## src/rtl/decoder_proj_formal_top.sv

```systemverilog
// Registered 3-to-8 decoder (one-hot / thermometer / 7-seg / hold) with optional
// output inversion, a shadow-model self-checker and a sticky per-address coverage map.
module decoder_proj_formal_top (
  input  logic       wb_clk_i,
  input  logic       wb_rst_i,
  input  logic [6:0] io_in,
  output logic [7:0] dec_out,
  output logic       dec_valid,
  output logic       chk_err,
  output logic [7:0] cov_hits
);

  typedef enum logic [1:0] {
    MODE_ONEHOT = 2'b00,
    MODE_THERM  = 2'b01,
    MODE_SEG    = 2'b10,
    MODE_HOLD   = 2'b11
  } mode_e;

  typedef struct packed {
    mode_e      mode;
    logic       inv;
    logic       en;
    logic [2:0] addr;
  } req_t;

  req_t req;
  assign req = req_t'(io_in);

  function automatic logic [7:0] seg7(input logic [2:0] a);
    case (a)
      3'd0:    seg7 = 8'h3F;
      3'd1:    seg7 = 8'h06;
      3'd2:    seg7 = 8'h5B;
      3'd3:    seg7 = 8'h4F;
      3'd4:    seg7 = 8'h66;
      3'd5:    seg7 = 8'h6D;
      3'd6:    seg7 = 8'h7D;
      default: seg7 = 8'h07;
    endcase
  endfunction

  // Primary datapath: arithmetic one-hot / thermometer generation.
  logic [7:0] dec_d, dec_nxt;
  logic [8:0] therm;
  always_comb begin
    therm = (9'h002 << req.addr) - 9'h001;
    dec_d = 8'h00;
    if (req.en) begin
      case (req.mode)
        MODE_ONEHOT: dec_d = 8'h01 << req.addr;
        MODE_THERM:  dec_d = therm[7:0];
        MODE_SEG:    dec_d = seg7(req.addr);
        default:     dec_d = 8'h00;
      endcase
    end
    dec_nxt = req.inv ? ~dec_d : dec_d;
  end

  // Shadow model: flat lookup on {mode, addr}, deliberately sharing no logic
  // with the primary path so a datapath fault shows up as a mismatch.
  logic [7:0] sh_d, sh_nxt;
  always_comb begin
    case ({req.mode, req.addr})
      5'b00_000: sh_d = 8'b0000_0001;
      5'b00_001: sh_d = 8'b0000_0010;
      5'b00_010: sh_d = 8'b0000_0100;
      5'b00_011: sh_d = 8'b0000_1000;
      5'b00_100: sh_d = 8'b0001_0000;
      5'b00_101: sh_d = 8'b0010_0000;
      5'b00_110: sh_d = 8'b0100_0000;
      5'b00_111: sh_d = 8'b1000_0000;
      5'b01_000: sh_d = 8'b0000_0001;
      5'b01_001: sh_d = 8'b0000_0011;
      5'b01_010: sh_d = 8'b0000_0111;
      5'b01_011: sh_d = 8'b0000_1111;
      5'b01_100: sh_d = 8'b0001_1111;
      5'b01_101: sh_d = 8'b0011_1111;
      5'b01_110: sh_d = 8'b0111_1111;
      5'b01_111: sh_d = 8'b1111_1111;
      5'b10_000: sh_d = 8'b0011_1111;
      5'b10_001: sh_d = 8'b0000_0110;
      5'b10_010: sh_d = 8'b0101_1011;
      5'b10_011: sh_d = 8'b0100_1111;
      5'b10_100: sh_d = 8'b0110_0110;
      5'b10_101: sh_d = 8'b0110_1101;
      5'b10_110: sh_d = 8'b0111_1101;
      5'b10_111: sh_d = 8'b0000_0111;
      default:   sh_d = 8'b0000_0000;
    endcase
    if (!req.en) sh_d = 8'h00;
    sh_nxt = req.inv ? ~sh_d : sh_d;
  end

  logic [7:0] shadow;
  logic       chk_armed;
  mode_e      mode_q;
  logic       inv_q;
  logic       pop_err;

  // One-hot sanity: a valid mode-00 result must carry exactly one active bit.
  assign pop_err = dec_valid && (mode_q == MODE_ONEHOT) &&
                   ($countones(inv_q ? ~dec_out : dec_out) != 1);

  always_ff @(posedge wb_clk_i) begin
    if (wb_rst_i) begin
      dec_out   <= 8'h00;
      dec_valid <= 1'b0;
      chk_err   <= 1'b0;
      cov_hits  <= 8'h00;
      shadow    <= 8'h00;
      chk_armed <= 1'b0;
      mode_q    <= MODE_ONEHOT;
      inv_q     <= 1'b0;
    end else begin
      chk_armed <= 1'b1;
      dec_valid <= req.en && (req.mode != MODE_HOLD);
      if (req.mode != MODE_HOLD) begin
        dec_out <= dec_nxt;
        shadow  <= sh_nxt;
        mode_q  <= req.mode;
        inv_q   <= req.inv;
        if (req.en) cov_hits[req.addr] <= 1'b1;
      end
      if (chk_armed && ((dec_out != shadow) || pop_err)) chk_err <= 1'b1;
    end
  end

endmodule

```

## config.mk

```make
export PLATFORM = sky130hd
export DESIGN_NAME = decoder_proj_formal_top
export DESIGN_NICKNAME = d
export VERILOG_FILES = /design/src/rtl/decoder_proj_formal_top.sv
export SDC_FILE = /design/constraint.sdc
export NUM_CORES = 1
export LEC_CHECK = 0
export CORE_MARGIN = 3
export CORE_UTILIZATION = 55
export CTS_CLUSTER_SIZE = 20
export DETAILED_ROUTE_END_ITERATION = 8
export DONT_BUFFER_PORTS = 1
export GPL_ROUTABILITY_DRIVEN = 0
export PLACE_DENSITY = 0.7
export SYNTH_ARGS = -nofsm -noshare
export SYNTH_HDL_FRONTEND = slang
export SYNTH_SLANG_ARGS = --single-unit
```

## constraint.sdc

```tcl
create_clock -name wb_clk_i -period 4.6 [get_ports wb_clk_i]
set_input_delay 0.46 -clock wb_clk_i [delete_from_list [all_inputs] [get_ports wb_clk_i]]
set_output_delay 0.46 -clock wb_clk_i [all_outputs]
set_load 0.02 [all_outputs]
```

; After elaboration in Yosys (flattened, before gate mapping)
; Memories as Yosys holds them, arrays and structs flattened.
; Cells that the tools add are included.
[op_classes]
order_cmp = 2
bitwise = 4
n_reduce_logical = 10
n_mux = 10
eq_ne = 11
n_shift = 2
addsub = 8
[ops]
columns = op, count
row1 = 7-bit one-hot mux with 7 select lines, 1
row2 = 8-bit two-way mux, 5
row3 = 8-bit inverter, 3
row4 = 8-bit one-hot mux with 3 select lines, 1
row5 = "3-bit equality test, second input constant", 3
row6 = 1-bit by 1-bit adder with 2-bit output, 4
row7 = 8-bit inequality test, 1
row8 = 8-bit bitwise OR, 1
row9 = "1-bit by 3-bit << shifter with 8-bit output, first input constant", 1
row10 = "2-bit by 3-bit << shifter with 8-bit output, first input constant", 1
row11 = "8-bit by 1-bit subtractor with 8-bit output, second input constant", 1
row12 = 2-bit by 2-bit adder with 3-bit output, 2
row13 = "3-bit by 2-bit equality test with 1-bit output, second input constant", 2
row14 = 1-bit logical AND, 5
row15 = 3-bit by 3-bit adder with 4-bit output, 1
row16 = 2-bit zero test, 2
row17 = "3-bit by 4-bit < comparator with 1-bit output, second input constant", 1
row18 = "4-bit by 1-bit inequality test with 1-bit output, second input constant", 1
row19 = 1-bit demux with 3-bit select, 1
row20 = "3-bit by 1-bit equality test with 1-bit output, second input constant", 1
row21 = "3-bit by 1-bit greater-or-equal comparator with 1-bit output, second input constant", 1
row22 = 3-bit zero test, 1
row23 = "2-bit by 1-bit equality test with 1-bit output, second input constant", 1
row24 = "2-bit equality test, second input constant", 1
row25 = other kinds (4), 5
[word_totals]
wordCells = 56
n_memories = 1
register_bits = 30
inputBits = 9
output_inout_bits = 18
romBits = 256
[memory_table]
columns = memory, words, word_bits, read_ports, rd_clocked_by_memory_dff, write_ports, line_no
row1 = (name not given), 32, 8, 1, 0, 0, 64  ; case ({req.mode, req.addr})

; Longest topological paths before layout
[logic_depth]
depth_word = 9
depth_mapped = 15
mapped_depth_nobuf = 14

; Worst setup path before layout
; Ideal clock, no wire load.
[synth_timing]
kind = flip-flop to flip-flop
startpoint = register inv_q
endpoint = register chk_err
n_path_buf = 1
setup_slack_ns = 1.261
setup_ns = 0.115
stages_incl_launch_ff = 16
arrival_ns = 3.224
path_cell_list = dfxtp_1 > clkbuf_1 > xor2_1 > ha_1 > inv_1 > fa_1 > fa_1 > inv_1 > ha_1 > inv_1 > fa_1 > nor2_1 > a31oi_1 > o211ai_1 > a31oi_1 > o21a_1
[synth_between]
elab_chain_len = 8
[synth_lines]
columns = item, line_no
row1 = from (decl), 98  ; logic inv_q;
row2 = from (signal assigned), 122  ; inv_q <= req.inv;
row3 = 8-bit two-way mux *, 103  ; ($countones(inv_q ? ~dec_out : dec_out) != 1);
row4 = 1-bit by 1-bit adder with 2-bit output (not written as such), 103
row5 = 2-bit by 2-bit adder with 3-bit output (not written as such), 103
row6 = 3-bit by 3-bit adder with 4-bit output (not written as such) *, 103
row7 = 4-bit by 1-bit inequality test with 1-bit output *, 103
row8 = 1-bit logical AND *, 102  ; assign pop_err = dec_valid && (mode_q == MODE_ONEHOT) &&
row9 = 1-bit logical OR *, 125  ; if (chk_armed && ((dec_out != shadow) || pop_err)) chk_err <= 1'b1;
row10 = 1-bit logical AND *, 125
row11 = to (signal assigned), 109  ; chk_err <= 1'b0;
row12 = to (signal assigned), 125
row13 = to (decl), 9  ; output logic chk_err,
; Mark *: on every way between the ends. The rest lies on a longest branch, timed or not.
; A chain may end at the register's enable or synchronous reset.

; Final worst setup path
[layout_timing]
startpoint = register dec_out[1]
endpoint = register chk_err
[layout_between]
elab_chain_len = 9
[layout_lines]
columns = item, line_no
row1 = from (decl), 7  ; output logic [7:0] dec_out,
row2 = from (signal assigned), 119  ; dec_out <= dec_nxt;
row3 = 8-bit inverter, 103
row4 = 8-bit two-way mux, 103
row5 = 1-bit by 1-bit adder with 2-bit output (not written as such), 103
row6 = 2-bit by 2-bit adder with 3-bit output (not written as such), 103
row7 = 3-bit by 3-bit adder with 4-bit output (not written as such), 103
row8 = 4-bit by 1-bit inequality test with 1-bit output, 103
row9 = 1-bit logical AND, 102
row10 = 1-bit logical OR *, 125
row11 = 1-bit logical AND *, 125
; Marked as above.

==> results by group <==
Route
  – Vias: 2,022
  – Final ANT Viol Nets: 0
  – Drt first pass iters: 4
  – Drt wl/cell: 16.6 um
  – DR iter-0 viols: 240
  – Final WL: 5440 um
  – DRC violation count after routing: 0
  – Vias per inst: 6.18

Clocking
  – CTS tree: done
  – # resized after CTS: 0
  – CTS Hold Buffers Added: 0
  – H-tree levels: 2
  – Clock sink count: 30
  – Root buffer cell: clkbuf_8
  – Clock Latency Late Sink: 0.28 ns
  – CTS clk-pin slew, worst paths: 0.07 ns
  – Clock Tree Buf Depth: 2
  – CTS buffer count: 5
  – Post-CTS setup buffer count: 0

Synth
  – FF+latch count, synth: 30
  – Post-synth EDFFs: 0
  – Net Count, Synth: 316
  – Post-synth top flop: dfxtp_1
  – Top post-synthesis cells by area: dfxtp_1 (26%), ha_1 (7.0%), nor2_1 (6.0%)
  – Synth warn: 0
  – Seq/Total Area, Yosys: 26.0%
  – Mean Syn Cell Area: 7.94 sq um
  – Cell taking the most area after synthesis: dfxtp_1
  – Yosys cell types: 59
  – Gate Count Post-Synth: 291
  – Top cell type's share of synthesized area: 26.0%
  – Asr flop ratio synth: 0%
  – Synthesized area: 2310 sq um

Power and ir drop
  – Max IR drop VDD: 297 uV
  – Int Pwr: 0.604 mW
  – Clk pwr share: 38.8%
  – Sequential power share: 36.5%
  – Total Power: 0.848 mW
  – Pleak: 1.02 nW
  – NetSw: 0.244 mW
  – Sw frac: 28.8%
  – Combinational power share: 24.7%
  – Power density over the cells: 352 nW/um^2

Worst setup path
  – Cells on worst reg2reg path: 14
  – Cell Chain, Critical Path: xor2_1, ha_1, inv_1, fa_1, fa_1, inv_1, ha_1, inv_1, fa_1, nor2_1, a31oi_1, o211ai_1, a31oi_1, o21a_1
  – Worst EP arrival: 3.60 ns
  – Max incr delay on CP: 0.57 ns
  – Worst path bufs/invs: 3
  – Critical path class: reg -> reg
  – Worst r2r dst: chk_err$_SDFFE_PP0P_
  – Top delay family on crit path: adder cells
  – CP startpoint kind: flop
  – CP max FO: 6
  – CP Capture Type: flop
  – CP max stage cell: dfxtp_1
  – R2R Setup Slk: 1.18 ns
  – Required time of the critical path: 4.77 ns
  – R2r startpoint: dec_out[1]$_SDFFE_PP0N_

Global route
  – Number of global-route vias before repair: 1,893
  – GR Overflow Total: 0
  – Most Used Layer, Global Route: met2
  – First-pass GRT wire length: 9190 um
  – GR Util met3: 5.26%
  – M2 GR Usage: 33.9%
  – Initial antenna violation count: 0
  – Largest net degree at the start of global routing: 32
  – Gr usage total: 22.6%
  – GRT met1 Usage: 31.8%

STA
  – Unrepaired setup endpoints after global routing: no
  – Fin. Hold Viols: 0
  – Slew HR: 52.8%
  – Worst slew pin tran: 0.706 ns
  – Period utilization: 74.4%
  – Worst Skew: 0.00486 ns
  – # setup viols final: 0
  – Maximum clock rate: 292 MHz
  – Setup TNS: 0 ns
  – Pins Over Slew Limit: 0
  – Period minus WS final: 3.42 ns

Final layout
  – Ant. Diodes: 0
  – P&R area growth vs syn: 4.22%
  – Most frequent cells in the layout: nor2_1 (37), dfxtp_1 (30), a21oi_1 (27)
  – Most common cell after layout, fill and taps aside: nor2_1
  – Layout cell share with drive strength beyond 1: 7.17%
  – Final net count: 303

Floorplanning
  – Die W: 70.8 um
  – I/O pin cnt: 27
  – Rows: 22
  – Die ar.: 5020 sq um
  – Core ar.: 3850 sq um
  – Initial Utilization: 60.0%
  – Die Y: 70.8 um

Worst hold path
  – Worst Hold Path Cells: 1
  – Hold Path End: dec_out[3]$_SDFFE_PP0N_
  – Min-delay src: wb_rst_i
  – Worst Hold Class: in -> reg

Job
  – Max Cap Violations: 0

Placement
  – IO buf count: 0
  – DPL Wire Length: 3910 um

Run status
  – Status: completed
-- flip-flops by register name (all words and copies together) (netlist names) --
signal and cells:
dec_out 8, inv_q 1, mode_q 2, cov_hits 8
dec_valid 1, chk_armed 1, shadow 8, chk_err 1
-- worst max-delay path by stage --
stage                                       start              endpoint  slack, ns  cells past startpoint
after global routing           inv_q$_SDFFE_PP0N_  chk_err$_SDFFE_PP0P_       0.92                     14
after CTS                 dec_out[1]$_SDFFE_PP0N_  chk_err$_SDFFE_PP0P_       1.17                     14
after floorplan                inv_q$_SDFFE_PP0N_  chk_err$_SDFFE_PP0P_       1.26                     15
after global placement    dec_out[1]$_SDFFE_PP0N_  chk_err$_SDFFE_PP0P_       1.23                     14
after detailed placement  dec_out[1]$_SDFFE_PP0N_  chk_err$_SDFFE_PP0P_       1.19                     14
final                     dec_out[1]$_SDFFE_PP0N_  chk_err$_SDFFE_PP0P_       1.18                     14
-- kinds of logic after synthesis --
| logic type | Yosys count | share of synthesized area (%) |
|---|---|---|
| AO/OA/AOI/OAI | 86 | 25.1 |
| multiplexers | 8 | 3.52 |
| XOR/XNOR | 22 | 8.34 |
| AND/OR/NAND/NOR | 92 | 20.1 |
| buffers and inverters | 37 | 7.31 |
| flip-flops | 30 | 26.0 |
| adder cells (fa/ha/maj) | 16 | 9.64 |
-- area by class of cell --
type	count	area [sq um]
fillers	356	1450
multi-input cells	224	1540
flip-flops and latches	30	601
clock buffers	6	82.6
well taps	48	60.1
clock inverters	2	60.1
inverters	17	63.8
-- routing by layer --
layer | up-vias | wire length, um
met5 | - | 0
met2 | 64 | 2410
li1 | 1005 | -
met4 | 0 | 122
met1 | 941 | 2580
met3 | 12 | 332
-- power by group through the flow --
stage	combinational [mW]	clock [mW]	sequential, mW
2_1_floorplan	0.188	0	0.309
3_3_place_gp	0.207	0	0.315
3_5_place_dp	0.210	0	0.316
4_1_cts	0.210	0.336	0.310
5_1_grt	0.242	0.348	0.312
6_report	0.210	0.329	0.309
-- worst reg2reg max path: cells and delay by family (launching register included) --
family	cells	cell delay, ns
xor gates and xnor gates	1	0.12
buffers and inverters	3	0.17
and+or+nand+nor	1	0.09
adders and majority gates	5	1.82
AOI/OAI and AO/OA	4	0.55
DFF	1	0.57
-- cells in the mapped netlist (all sizes together) (3+ instances only) --
library cell and number:
nor2 37, a221oi 3, a311o 3, nor3 7
dfxtp 30, a31oi 7, xnor2 9, xor2 13
a21o 3, o21ai 15, clkbuf 8, nor2b 3
nand2b 9, buf 12, mux2i 7, a21oi 27
a211oi 10, nand2 16, ha 13, inv 16
fa 3, nor4 4
-- stage by stage --
stage | instances | cell area (sq um) | setup slack [ns] | utilization, % | hold WS [ns]
after CTS | 327 | 2410 | 1.17 | 62.5 | 0.234
after global routing | 327 | 2410 | 0.921 | 62.5 | 0.228
after detailed placement | 319 | 2270 | 1.19 | 58.8 | 0.472
final | 327 | 2410 | 1.18 | 62.5 | 0.242
after global placement | 319 | 2270 | 1.23 | 58.8 | 0.466
after floorplan | 291 | 2310 | 1.26 | - | 0.455
No activity file was read; power rests on OpenSTA's default activity.
